===== src/rtl/mem_arbiter_pkg.sv =====
// Shared defines for the memory arbiter.
//   state_t   : arbiter state codes; the same values are reported on busy
//   LEN_*     : mem_len encodings (3 is treated like LEN_W)
//   TRUE/FALSE: pipeline-wide boolean constants
//   len_bytes : byte count of a data access for a given mem_len
package mem_arbiter_pkg;

  typedef enum logic [1:0] {
    ST_IDLE  = 2'd0,
    ST_FETCH = 2'd1,
    ST_DATA  = 2'd2
  } state_t;

  localparam logic [1:0] LEN_B = 2'd0;
  localparam logic [1:0] LEN_H = 2'd1;
  localparam logic [1:0] LEN_W = 2'd2;

  localparam logic TRUE  = 1'b1;
  localparam logic FALSE = 1'b0;

  function automatic logic [2:0] len_bytes(input logic [1:0] len);
    case (len)
      LEN_B:   return 3'd1;
      LEN_H:   return 3'd2;
      default: return 3'd4;
    endcase
  endfunction

endpackage


===== src/rtl/mem_arbiter.sv =====
// Arbitrates the single 8-bit RAM port between instruction fetch and the
// MEM stage. Multi-byte accesses run as consecutive single-byte RAM cycles,
// little-endian. Data accesses win over fetch; fetch can be aborted by a
// branch redirect (if_flush).
//
// Ports:
//   clk, rst                 clock, synchronous active-high reset
//   if_req/if_pc/if_flush    fetch request, address, redirect
//   if_ready                 fetch can be accepted this cycle (combinational)
//   if_done/if_inst/if_pc_back  fetched word and its address, one-cycle pulse
//   mem_req/mem_we/mem_len/mem_addr/mem_wdata  data request
//   mem_done/mem_rdata       data completion pulse, zero-extended load data
//   busy                     0 idle, 1 fetching, 2 data access
//   ram_din/ram_dout/ram_a/ram_wr  byte-wide RAM port (read data one cycle late)
module mem_arbiter
  import mem_arbiter_pkg::*;
#(
  parameter int ADDR_W = 32
) (
  input  logic              clk,
  input  logic              rst,
  input  logic              if_req,
  input  logic [ADDR_W-1:0] if_pc,
  input  logic              if_flush,
  output logic              if_ready,
  output logic              if_done,
  output logic [31:0]       if_inst,
  output logic [ADDR_W-1:0] if_pc_back,
  input  logic              mem_req,
  input  logic              mem_we,
  input  logic [1:0]        mem_len,
  input  logic [ADDR_W-1:0] mem_addr,
  input  logic [31:0]       mem_wdata,
  output logic              mem_done,
  output logic [31:0]       mem_rdata,
  output logic [1:0]        busy,
  input  logic [7:0]        ram_din,
  output logic [7:0]        ram_dout,
  output logic [ADDR_W-1:0] ram_a,
  output logic              ram_wr
);

  state_t            state, state_d;
  logic [2:0]        cnt, cnt_d, cnt_inc;
  logic [2:0]        n_q, n_d;
  logic              we_q, we_d;
  logic [ADDR_W-1:0] base_q, base_d, nxt_a;
  // byte 0 of store data goes out at grant, so only bytes 1..3 are kept
  logic [23:0]       wdata_q, wdata_d;
  logic [31:0]       buf_q, buf_d;

  logic [ADDR_W-1:0] ram_a_d, if_pc_back_d;
  logic [7:0]        ram_dout_d;
  logic              ram_wr_d, if_done_d, mem_done_d;
  logic [31:0]       if_inst_d, mem_rdata_d;

  assign if_ready = (state == ST_IDLE) && !mem_req && !if_flush;
  assign busy     = state;

  assign cnt_inc = cnt + 3'd1;
  assign nxt_a   = base_q + ADDR_W'(cnt_inc);

  always_ff @(posedge clk) begin
    if (rst) begin
      state      <= ST_IDLE;
      cnt        <= '0;
      n_q        <= '0;
      we_q       <= 1'b0;
      base_q     <= '0;
      wdata_q    <= '0;
      buf_q      <= '0;
      ram_a      <= '0;
      ram_dout   <= '0;
      ram_wr     <= 1'b0;
      if_done    <= 1'b0;
      mem_done   <= 1'b0;
      if_inst    <= '0;
      if_pc_back <= '0;
      mem_rdata  <= '0;
    end else begin
      state      <= state_d;
      cnt        <= cnt_d;
      n_q        <= n_d;
      we_q       <= we_d;
      base_q     <= base_d;
      wdata_q    <= wdata_d;
      buf_q      <= buf_d;
      ram_a      <= ram_a_d;
      ram_dout   <= ram_dout_d;
      ram_wr     <= ram_wr_d;
      if_done    <= if_done_d;
      mem_done   <= mem_done_d;
      if_inst    <= if_inst_d;
      if_pc_back <= if_pc_back_d;
      mem_rdata  <= mem_rdata_d;
    end
  end

  always_comb begin
    state_d      = state;
    cnt_d        = cnt;
    n_d          = n_q;
    we_d         = we_q;
    base_d       = base_q;
    wdata_d      = wdata_q;
    buf_d        = buf_q;
    ram_a_d      = ram_a;
    ram_dout_d   = ram_dout;
    ram_wr_d     = FALSE;
    if_done_d    = FALSE;
    mem_done_d   = FALSE;
    if_inst_d    = if_inst;
    if_pc_back_d = if_pc_back;
    mem_rdata_d  = mem_rdata;

    if (state == ST_IDLE) begin
      cnt_d = '0;
      buf_d = '0;
      if (mem_req) begin
        state_d    = ST_DATA;
        base_d     = mem_addr;
        n_d        = len_bytes(mem_len);
        we_d       = mem_we;
        wdata_d    = mem_wdata[31:8];
        ram_a_d    = mem_addr;
        ram_dout_d = mem_wdata[7:0];
        ram_wr_d   = mem_we;
      end else if (if_req && !if_flush) begin
        state_d      = ST_FETCH;
        base_d       = if_pc;
        n_d          = 3'd4;
        we_d         = FALSE;
        if_pc_back_d = if_pc;
        ram_a_d      = if_pc;
      end
    end else if (state == ST_FETCH && if_flush) begin
      state_d = ST_IDLE;
      cnt_d   = '0;
    end else if (state == ST_DATA && we_q) begin
      // cnt is the index of the byte strobed this cycle
      cnt_d = cnt_inc;
      if (cnt_inc < n_q) begin
        ram_a_d  = nxt_a;
        ram_wr_d = TRUE;
        case (cnt)
          3'd0:    ram_dout_d = wdata_q[7:0];
          3'd1:    ram_dout_d = wdata_q[15:8];
          default: ram_dout_d = wdata_q[23:16];
        endcase
      end else begin
        state_d    = ST_IDLE;
        cnt_d      = '0;
        mem_done_d = TRUE;
      end
    end else begin
      // read: address cnt is on ram_a, ram_din carries byte cnt-1
      cnt_d = cnt_inc;
      if (cnt_inc < n_q) ram_a_d = nxt_a;
      case (cnt)
        3'd1:    buf_d[7:0]   = ram_din;
        3'd2:    buf_d[15:8]  = ram_din;
        3'd3:    buf_d[23:16] = ram_din;
        3'd4:    buf_d[31:24] = ram_din;
        default: ;
      endcase
      if (cnt == n_q) begin
        state_d = ST_IDLE;
        cnt_d   = '0;
        if (state == ST_FETCH) begin
          if_done_d = TRUE;
          if_inst_d = buf_d;
        end else begin
          mem_done_d  = TRUE;
          mem_rdata_d = buf_d;
        end
      end
    end
  end

endmodule


===== config.mk =====
export PLATFORM = sky130hd
export DESIGN_NAME = mem_arbiter
export DESIGN_NICKNAME = d
export VERILOG_FILES = /design/src/rtl/mem_arbiter_pkg.sv /design/src/rtl/mem_arbiter.sv
export SDC_FILE = /design/constraint.sdc
export NUM_CORES = 1
export LEC_CHECK = 0
export BUFFER_PORTS_ARGS = -buffer_cell sky130_fd_sc_hd__buf_2
export CAP_MARGIN = 20
export CORE_MARGIN = 10
export CORE_UTILIZATION = 31
export DETAILED_ROUTE_END_ITERATION = 8
export GPL_ROUTABILITY_DRIVEN = 1
export PLACE_DENSITY = 0.49
export SYNTH_ARGS = -nofsm -noshare
export SYNTH_HDL_FRONTEND = slang
export SYNTH_SLANG_ARGS = --single-unit

===== constraint.sdc =====
create_clock -name clk -period 6.95 [get_ports clk]
set_input_delay 1.0425 -clock clk [delete_from_list [all_inputs] [get_ports clk]]
set_output_delay 1.0425 -clock clk [all_outputs]
set_load 0.01 [all_outputs]

==> results.cfg <==
[outcome]
status = complete, no violations

[yosys]
yosys_warnings = 0
synth_top_area_cell = dfxtp_1
syn_nets = 1334
ys_seq_area_share_pct = 46.2
ys_ff_latch = 236
synth_ff_type = dfxtp_1
ys_async_sr_fraction_pct = 0
ys_top_cells_by_area = dfxtp_1 (46%), mux2i_1 (7.0%), nand2_1 (6.8%), a21oi_1 (6.4%), nor2_1 (5.8%)
syn_inst = 1210
synth_common_cells = dfxtp_1 (236), nand2_1 (186), nor2_1 (158), a21oi_1 (130), a211oi_1 (75)
synth_edf_count = 0
synth.top_cell.area_share_pct = 46.2
synth_most_common_cell = dfxtp_1
syn_area_mm2 = 0.0102
yosys.cell_types.count = 54
synth.avg_cell_area_um2 = 8.46

[worst_setup_path]
crit_type = flip-flop to output port
worst_setup_path_end_kind = output port
cp.arrival_ps = 2190
crit_chain = or2_2 -> nor3_1 -> buf_2
critPathMaxStageDelay_ps = 620
path_buf_inv = 1
required_ps = 5910
path_max_fanout = 29
start_kind = flip-flop
critPathTopFamily = simple AND/OR/NAND/NOR gates
crit_slowest_cell = or2_2

[floorplanning]
die_area_mm2 = 0.0407
ios = 254
num_rows = 66
die_w_um = 202
start_util_pct = 31.5
coreArea_mm2 = 0.0325
die_h_um = 202

[route]
drt_drc_violations_left = 0
vias = 9164
wl_per_cell_um = 18.2
wirelength_um = 34100
drt_iter0_markers = 413
final_antenna_net_count = 0
vias_per_cell = 4.89
dr.pass1.iters = 7

[global_routing]
met3_usage_pct = 4.48
gr-total-overflow = 0
grt_pass1_vias = 8953
use_met2_pct = 24.5
use_met1_pct = 21.6
antenna_found_initial = 4
grt_pass1_wl_um = 53000
busiest_layer = met2
grt_max_degree = 122
track_usage_pct = 15.9

[power_and_ir_drop]
p_leak_nw = 5.15
powerDensity_mw_per_mm2 = 268
sw_frac_of_total_pct = 27.1
p_seq_share_pct = 43.9
p_clk_share_pct = 42.9
p_int_mw = 2.49
p_switching_mw = 0.925
ir_worst_vdd_uv = 192
p_comb_share_pct = 13.2

[sta]
fin_crit_sh_pct = 46.5
grt_setup_unrepaired = no
fin_tns_setup_ps = 0
hold_viol_final = 0
fmax_mhz = 309
layout_min_cycle_time_ps = 3230
slew_headroom_pct = 28.9
tightestPinTransition_ps = 1070
setup_violations = 0
slew_viol_final = 0
skew_ps = 16.3

[place]
place_hpwl_um = 24300
port_buffers = 253
place_area_mm2 = 0.0118
gp_congestion = 0.798

[clock_network]
cts_tree = yes
cts_setup_buffers = 0
path_clk_slew_ps = 60
numCtsBuffers = 28
cts.htree.levels = 1
cts_num_sinks = 236
cts_hold_buf = 0
insertion_delay_ps = 540
root_buffer = clkbuf_16
cts_resized = 0
cts.path.max_buffers = 3

[hold_path]
hp-class = flip-flop to flip-flop

[finish]
fin_area_mm2 = 0.0127
syn2layout_area_growth_pct = 24.2
layout-drive-gt1-share_pct = 23.9
fin_nets = 1533
fillCellCount = 3475

[job]
cap_violations = 0
-- kinds of logic after synthesis --
family	synth area share, %
simple gates	19.1
flops	46.2
buf+inv	4.71
compound gates	19.4
xor+xnor	1.80
mux	7.26
fa+ha+maj	1.54
-- metal layers --
layer	part of all wire (%)	wire length, um
met5	0.12	40
met4	1.6	530
met3	7.2	2450
met2	44	14900
met1	48	16200
-- stage by stage --
stage               std cells  setup WS, ps  hold WS (ps)  power (mW)  util, %
global route             1871          3580           469        3.56     39.1
finish                   1873          3720           449        3.41     39.1
global placement         1820          3670           439        1.98     36.1
floorplan                1210          4310           436        1.79        -
CTS                      1870          3670           452        3.46     39.0
detailed placement       1821          3590           443        1.99     36.2
-- tightest hold or removal path, stage by stage (launching register included) --
cell and delay, ps:
dfxtp_1 310, nand2_1 50, a21oi_1 50
-- power by group through the flow --
stage | Sequential [mW] | Combinational, mW | Clock (mW)
after global placement | 1.53 | 0.454 | 0
after detailed placement | 1.53 | 0.458 | 0
after CTS | 1.50 | 0.460 | 1.50
final | 1.50 | 0.450 | 1.46
after global routing | 1.51 | 0.506 | 1.55
after floorplan | 1.54 | 0.256 | 0
-- placed cells by master (no fill, tap or decap), types with 6 or more instances in the layout --
master,n
nor2_1,157
nand2_1,186
a211oi_2,17
a211oi_1,75
buf_2,252
inv_1,12
nor4_1,8
nor3_1,21
nand3_1,39
a221oi_1,8
o21ai_0,13
o22ai_1,11
nor2b_1,7
mux2i_1,72
o211ai_1,9
and3_1,9
xnor2_1,14
clkbuf_16,29
and2_1,6
ha_1,11
clkbuf_8,8
buf_4,15
a21oi_1,130
dfxtp_1,236
xor2_1,7
a31oi_1,6
-- path summary, 6_finish.rpt --
check                                 end  slack, ps      from  depth (start not counted)
worst max register to register  ram_a[18]       3850    cnt[1]                          9
worst min-delay path             ram_a[6]        450  ram_a[6]                          2
worst max-delay path             if_ready       3720   busy[1]                          3
worst min register to register   ram_a[6]        450  ram_a[6]                          2
-- sequential cells by signal, summed over array words and instances (netlist names) --
register    cells
base_q         32
buf_q          32
busy            2
cnt             3
if_done         1
if_inst        32
if_pc_back     32
mem_done        1
mem_rdata      32
n_q             3
ram_a          32
ram_dout        8
ram_wr          1
wdata_q        24
we_q            1
-- layout make-up --
| class | instances | area, um^2 | area share [%] |
|---|---|---|---|
| Tap cell | 442 | 553 | 4.35 |
| Timing Repair Buffer | 269 | 1410 | 11.1 |
| Clock inverter | 7 | 70.1 | 0.551 |
| Clock buffer | 42 | 855 | 6.72 |
| Antenna cell | 3 | 7.51 | 0.0591 |
| Inverter | 12 | 45.0 | 0.354 |
| Multi-Input combinational cell | 862 | 5040 | 39.7 |
| Sequential cell | 236 | 4720 | 37.2 |
Note: power is estimated with default switching activity, not from simulation.
